`config.mk`:
```
export PLATFORM = sky130hd
export DESIGN_NAME = pipe_gap_scheduler
export DESIGN_NICKNAME = d
export VERILOG_FILES = /design/src/rtl/pipe_gap_scheduler.sv
export SDC_FILE = /design/constraint.sdc
export NUM_CORES = 1
export LEC_CHECK = 0
export BUFFER_PORTS_ARGS = -buffer_cell sky130_fd_sc_hd__buf_2
export CORE_ASPECT_RATIO = 1.1
export CORE_MARGIN = 2
export CORE_UTILIZATION = 38
export DETAILED_ROUTE_END_ITERATION = 10
export GPL_TIMING_DRIVEN = 0
export PLACE_DENSITY = 0.62
export RECOVER_POWER = 100
export SLEW_MARGIN = 10
export SYNTH_ARGS = -nofsm -noshare
export SYNTH_HDL_FRONTEND = slang
export SYNTH_SLANG_ARGS = --single-unit
```
`constraint.sdc`:
```
create_clock -name clock -period 4.1 [get_ports clock]
set_input_delay 0.82 -clock clock [delete_from_list [all_inputs] [get_ports clock]]
set_output_delay 0.82 -clock clock [all_outputs]
set_load 0.05 [all_outputs]
```
`src/rtl/pipe_gap_scheduler.sv`:
```
// Pipe-gap scheduler: runs the LFSR source for one sample period, folds the
// sample into the legal gap range, limits the step size and offers it on valid/ready.
module pipe_gap_scheduler #(
  parameter int unsigned GAP_MIN      = 40,
  parameter int unsigned GAP_MAX      = 160,
  parameter int unsigned MAX_STEP     = 40,
  parameter int unsigned GAP_INIT     = 100,
  parameter int unsigned SHIFT_CYCLES = 9
) (
  input  logic       clock,
  input  logic       reset,
  input  logic       game_run,
  input  logic [7:0] rng_value,
  output logic       rng_en,
  output logic [7:0] gap_y,
  output logic       gap_valid,
  input  logic       gap_ready
);

  localparam int unsigned AW = 9;
  localparam int unsigned CW = $clog2(SHIFT_CYCLES + 1);
  localparam logic [AW-1:0] MIN_A  = AW'(GAP_MIN);
  localparam logic [AW-1:0] MAX_A  = AW'(GAP_MAX);
  localparam logic [AW-1:0] STEP_A = AW'(MAX_STEP);
  localparam logic [AW-1:0] INIT_A = AW'(GAP_INIT);
  localparam logic [AW-1:0] SPAN_A = AW'(GAP_MAX - GAP_MIN + 1);
  localparam logic [CW-1:0] CNT_LAST = CW'(SHIFT_CYCLES - 1);

  typedef enum logic [2:0] {
    S_IDLE, S_FILL, S_SAMPLE, S_WRAP, S_CLAMP, S_HOLD
  } state_t;

  state_t        r_state, w_state;
  logic [CW-1:0] r_cnt, w_cnt;
  logic [AW-1:0] r_cand, w_cand;
  logic [AW-1:0] r_prev, w_prev;
  logic [7:0]    r_gap_y, w_gap_y;
  logic          r_gap_valid, w_gap_valid;
  logic          r_rng_en, w_rng_en;
  logic [AW-1:0] w_hi, w_lim, w_sat;

  // Step limit relative to the previous gap, then saturate to the legal range
  always_comb begin
    w_hi  = r_prev + STEP_A;
    w_lim = r_cand;
    if (r_cand > w_hi) begin
      w_lim = w_hi;
    end else if ((r_cand + STEP_A) < r_prev) begin
      w_lim = r_prev - STEP_A;
    end
    w_sat = w_lim;
    if (w_lim < MIN_A) begin
      w_sat = MIN_A;
    end else if (w_lim > MAX_A) begin
      w_sat = MAX_A;
    end
  end

  always_comb begin
    w_state     = r_state;
    w_cnt       = r_cnt;
    w_cand      = r_cand;
    w_prev      = r_prev;
    w_gap_y     = r_gap_y;
    w_gap_valid = r_gap_valid;
    w_rng_en    = 1'b0;
    if (!game_run) begin
      // Abort wins over everything, including a same-cycle transfer
      w_state     = S_IDLE;
      w_cnt       = '0;
      w_prev      = INIT_A;
      w_gap_valid = 1'b0;
    end else begin
      unique case (r_state)
        S_IDLE: begin
          w_state  = S_FILL;
          w_cnt    = '0;
          w_rng_en = 1'b1;
        end
        S_FILL: begin
          if (r_cnt == CNT_LAST) begin
            w_state = S_SAMPLE;
            w_cnt   = '0;
          end else begin
            w_cnt    = r_cnt + CW'(1);
            w_rng_en = 1'b1;
          end
        end
        S_SAMPLE: begin
          w_cand  = MIN_A + AW'(rng_value);
          w_state = S_WRAP;
        end
        S_WRAP: begin
          if (r_cand > MAX_A) begin
            w_cand = r_cand - SPAN_A;
          end else begin
            w_state = S_CLAMP;
          end
        end
        S_CLAMP: begin
          w_gap_y     = w_sat[7:0];
          w_prev      = w_sat;
          w_gap_valid = 1'b1;
          w_state     = S_HOLD;
        end
        S_HOLD: begin
          // Prefetch the next gap as soon as this one is taken
          if (r_gap_valid && gap_ready) begin
            w_gap_valid = 1'b0;
            w_state     = S_FILL;
            w_cnt       = '0;
            w_rng_en    = 1'b1;
          end
        end
        default: begin
          w_state = S_IDLE;
        end
      endcase
    end
  end

  always_ff @(posedge clock or negedge reset) begin
    if (!reset) begin
      r_state     <= S_IDLE;
      r_cnt       <= '0;
      r_cand      <= '0;
      r_prev      <= INIT_A;
      r_gap_y     <= '0;
      r_gap_valid <= 1'b0;
      r_rng_en    <= 1'b0;
    end else begin
      r_state     <= w_state;
      r_cnt       <= w_cnt;
      r_cand      <= w_cand;
      r_prev      <= w_prev;
      r_gap_y     <= w_gap_y;
      r_gap_valid <= w_gap_valid;
      r_rng_en    <= w_rng_en;
    end
  end

  assign rng_en    = r_rng_en;
  assign gap_y     = r_gap_y;
  assign gap_valid = r_gap_valid;

endmodule

```
# --- Yosys cells after proc, flatten, opt, wreduce, memory -nomap -nowiden ---
# Index checks and enable logic that the tools add are counted.
totals:
  reg_bits: 35
  in_bits: 12
  out_inout_bits: 10
  wordCells: 63
op_classes:
  add_sub_neg: 6
  n_lt_le_gt_ge: 5
  n_eq_ne: 13
  n_mux: 24
  n_reduce_logical: 8
ops:
  columns: ["cell", "n"]
  rows:
  - ["$mux W9", 7]
  - ["$add A9 B6 Y9 const B", 2]
  - ["$gt A9 B8 Y1 const B", 2]
  - ["$pmux W3 S6", 1]
  - ["$pmux W9 S2", 1]
  - ["$mux W3", 4]
  - ["$mux W4", 3]
  - ["$pmux W4 S3", 1]
  - ["$add A6 B8 Y9 const A", 1]
  - ["$gt A9 B9 Y1", 1]
  - ["$lt A9 B6 Y1 const B", 1]
  - ["$lt A9 B9 Y1", 1]
  - ["$ne A3 B3 Y1 const B", 3]
  - ["$sub A9 B6 Y9 const B", 1]
  - ["$sub A9 B7 Y9 const B", 1]
  - ["$eq A3 B2 Y1 const B", 2]
  - ["$eq A3 B3 Y1 const B", 2]
  - ["$reduce_and A2 Y1", 3]
  - ["$reduce_and A3 Y1", 2]
  - ["$mux W1", 5]
  - ["$add A4 B1 Y4 const B", 1]
  - ["$eq A4 B4 Y1 const B", 1]
  - ["$ne A4 B1 Y1 const B", 1]
  - ["$eq A3 B1 Y1 const B", 1]
  - ["other kinds (8)", 8]

# --- Longest topological paths before layout ---
logic_depth:
  word_depth: 9
  mapped_depth: 15
  mapped_depth_nobuf: 13

# --- Worst setup path after synthesis ---
# No wires, ideal clock.
synth_path:
  kind: "register -> register"
  start: "reg r_prev[5]"
  end: "reg r_prev[2]"
  setup_time_ns: 0.076
  arrival_ns: 3.557
  required_ns: 4.024
  slack_ns: 0.466
  stages_incl_launch_ff: 15
  path_buffers: 2
  synth_period_minus_slack_ns: 3.634
  path_cell_list: "dfstp_2 > clkbuf_1 > o21ai_0 > xnor2_1 > ha_1 > o21ai_0 > nor2_1 > a311oi_1 > a21o_1 > buf_2 > mux2_2 > o31a_1 > o32a_1 > or3_4 > a22oi_2"
synth_via:
  elab_chain_len: 8
  elab_cells_between_ends: 12
  classes_between: "2 x add/sub; 4 x order compare; 6 x mux"
synth_lines:
  columns: ["item", "line", "source"]
  rows:
  - ["from (decl)", "36", "logic [AW-1:0] r_prev, w_prev;"]
  - ["from (signal assigned)", "135", "r_prev <= w_prev;"]
  - ["$add A9 B6 Y9 (tied with other cells)", "44", "w_hi = r_prev + STEP_A;"]
  - ["$gt A9 B9 Y1 or $mux W9 (tied branches)", "46, 48", null]
  - ["$mux W9 (*)", "46", "if (r_cand > w_hi) begin"]
  - ["$gt A9 B8 Y1", "54", "end else if (w_lim > MAX_A) begin"]
  - ["$mux W9", "54", null]
  - ["$mux W9 (*)", "52", "if (w_lim < MIN_A) begin"]
  - ["$mux W9 (*)", "74", "unique case (r_state)"]
  - ["$mux W9 (*)", "67", "if (!game_run) begin"]
# Every way passes the cells marked *; elsewhere a longest branch is shown, timed or not. The select of a mux whose other input is x is not followed.
# A chain may end at the register's enable or synchronous reset.

# --- Final worst setup path ---
layout_path:
  start: "reg r_prev[6]"
  end: "reg r_prev[2]"
# Same word-level chain as after synthesis.

==> results.md <==
* Vias in the first global route at 2544
* Synthesis-to-layout area growth at 12.6%
* Setup TNS at 0 ns
* DIE HEIGHT at 95.1 um
* Most frequent cell after synthesis: nand2_1
* Clock root buffer: clkbuf_8
* Antenna cells at 0
* Final Util at 0.436
* Die width at 86.8 um
* Critical Path Start Type: flop
* Compound-cell area share of the yosys netlist at 0.211
* Clk sinks at 35
* Post-Synth Simple-Gate Area at 0.224
* H-tree Lvls at 2
* Pre-CTS setup slack at 0.0289 ns
* Maximum clock path buffer count at 2
* Worst Slack Setup Final at 0.143 ns
* Relative slew slack at -0.287
* Final Cycle Share at 0.965
* Status: complete, but fails checks
* Final #Nets at ~420
* Area occupied by registers at 880 um2
* Crit Path Max Fanout at 10
* CP endpoint kind: flop
* FP Rows at 33
* GRT Util Overall at 0.188
* Largest net degree at the start of global routing at 36
* Top-area cell type share of the netlist area at 0.280
* Post-Synth XOR/XNOR Area at 0.0520
* Final setup violation count at 0
* Synth Net Count at about 390
* MaxCap Viol Count at 1
* Cell area after synthesis at 0.00286 mm2
* Req. time, crit path at around 4.3 ns
* Core footprint at between 0.007 and 0.008 mm2
* Critical Path AT at about 4.2 ns
* Slew @ Worst Pin at 1.93 ns
* Clock skew at 0.00770 ns
* Post-synth cell types at 55
* PwrDens at around 850 mW/mm2
* DR pass1 iterations at 4
* Initial antenna violation count at 0
* Largest cells by area after synthesis: dfrtp_1 28%, ha_1 10%, o21ai_0 5.6%, nand2_1 5.0%, nor2_1 4.5%
* Register area share after synthesis at 0.307
* # hold bufs at CTS at 0
* IO Pins at 22
* DRT antenna net count at 0
* GRT overflow at 0
* Post-Synth Adder-Cell Area at 0.100
* Fin. max-slew vios at 36
* R2R setup slack at 0.14 ns
* Count of flip-flops with a built-in enable after synthesis at 0
* Hold WC Path Type: flop to flop
* YS warnings at 0
* Average size of a mapped cell at 8.02 um2
* Global-route wire length before repair at approximately 12000 um
* Final Hold Fails at 0
* Starting Density at 0.388
* Largest family of logic cells by synthesized area: simple AND/OR/NAND/NOR gates
* Vias per cell at 5.62
* Leak pwr at 1.37 nW
* Clock-pin slew on the worst setup and hold paths at 0.08 ns
* CP Launch Point: r_prev[6]
* Min Tclk post-route at 3.96 ns
* Worst skew pair latency at 0.30 ns
* Share of cells above drive strength 1 at 0.112
* DP HPWL at 5510 um
* Setup crit end: r_prev[2]
* Top_reg_cell synth: dfrtp_1
* Post-synthesis async set-or-reset flop share at 1.00
* Cells after synthesis at approximately 360
* CTS tree: done
* Reg2reg end: r_prev[2]
* Post-synthesis mux area share at 0.0546
* Hold WS at 0.479 ns
* Failing checks: capacitance limit, slew limit
* Buffers on Ports at 21
* Cell taking the most area after synthesis: dfrtp_1
* Fmax at 253 MHz
* Final Total Pwr at approximately 2.7 mW
* Area occupied by multi-input gates at ~0.0019 mm2
* Worst reg2reg startpoint: r_prev[6]
* Post-synthesis register bit count at 35
* First DRT Iteration DRCs at around 150
* Critical path class: flop to flop
* CTS buffer count at 5
* Drt total wl at 7390 um
* Routed vias at 2654
* # fillers at ~750
* Die area at 0.00825 mm2
* Routed wire length per instance at 15.7 um
* R2r worst-path depth at 15
* Gpl congestion at 0.841
* Residual DRC at 0
* Maximum vdd drop at 0.322 mV
* Commonest cells post-synth: 38 x nand2_1, 34 x nor2_1, 32 x dfrtp_1, 32 x o21ai_0
==> cells by family after synthesis <==
| kind of cell | count (synthesis) |
|---|---|
| flip-flops | 35 |
| multiplexers | 15 |
| XOR/XNOR | 17 |
| adder cells (fa/ha/maj) | 23 |
| buffers and inverters | 37 |
| AND/OR/NAND/NOR | 133 |
| AO/OA/AOI/OAI | 97 |
==> layer usage <==
layer	track usage	wire length [um]
met1	0.243	3300
met2	0.317	3730
met3	0.0338	267
met4	0.0599	91
met5	0	0
==> critical path: stages (launching register included) <==
cell and delay, ns:
dfstp_2 0.51, buf_2 0.19, inv_1 0.17, nor3_2 0.27, xnor2_2 0.18, ha_1 0.30, nand4_1 0.13, nor2_1 0.09
a311oi_2 0.35, a21o_1 0.16, buf_2 0.21, mux2_2 0.36, o31a_1 0.24, o32a_1 0.20, or3_4 0.42, a22oi_2 0.12
==> state kept, by name, summed over array words and instances, names as in the netlist <==
name and flops:
r_prev 9, r_cand 9, gap_valid 1, r_cnt 4, r_state 3, gap_y 8
rng_en 1
==> placed cells by master (no fill, tap or decap), types with 5 or more instances in the layout <==
cell type	Yosys	routed
buf_2	4	13
nor2b_1	9	9
ha_1	23	23
mux2i_1	10	9
clkbuf_8	0	5
xnor2_1	13	10
dfrtp_1	32	32
nor2_1	34	34
a21oi_1	23	22
nand3_1	13	13
or3_1	6	6
nand2b_1	8	8
nor3_1	8	7
o21ai_0	32	34
inv_1	18	18
clkbuf_1	15	24
nand2_1	38	38
==> power by group <==
part | total [mW] | leakage [nW] | switching [mW] | internal (mW)
logic | 1.87 | 0.869 | 1.16 | 0.705
clock network | 0.324 | 0.0581 | 0.143 | 0.181
registers | 0.549 | 0.445 | 0.0968 | 0.453
total | 2.74 | 1.37 | 1.40 | 1.34
==> through the flow <==
step | area [um2] | cells
2_1_floorplan | 2860 | 357
3_3_place_gp | 3080 | 465
3_5_place_dp | 3080 | 465
4_1_cts | 3200 | 473
5_1_grt | 3220 | 472
6_report | 3220 | 472
==> repair_timing <==
item	in CTS	in global routing
buffers inserted	0	0
resized for setup	1	11
endpoints found under the setup margin	2	10
==> cell type report <==
cell class,instances,area share
multi-input cells,285,0.586
flip-flops and latches,35,0.273
well taps,87,0.0338
repair buffers,21,0.0283
plain buffers,18,0.0237
clock buffers,5,0.0213
inverters,18,0.0210
clock inverters,3,0.0136
==> worst min-delay path by stage <==
stage          startpoint        end  slack, ns  cells after the start
2_1_floorplan   r_prev[0]  r_prev[0]       0.50                      2
3_3_place_gp     gap_y[2]   gap_y[2]       0.46                      2
3_5_place_dp     gap_y[2]   gap_y[2]       0.46                      2
4_1_cts          gap_y[2]   gap_y[2]       0.48                      2
5_1_grt          gap_y[2]   gap_y[2]       0.51                      2
6_report         gap_y[2]   gap_y[2]       0.48                      2
(Power assumes the default switching activity.)
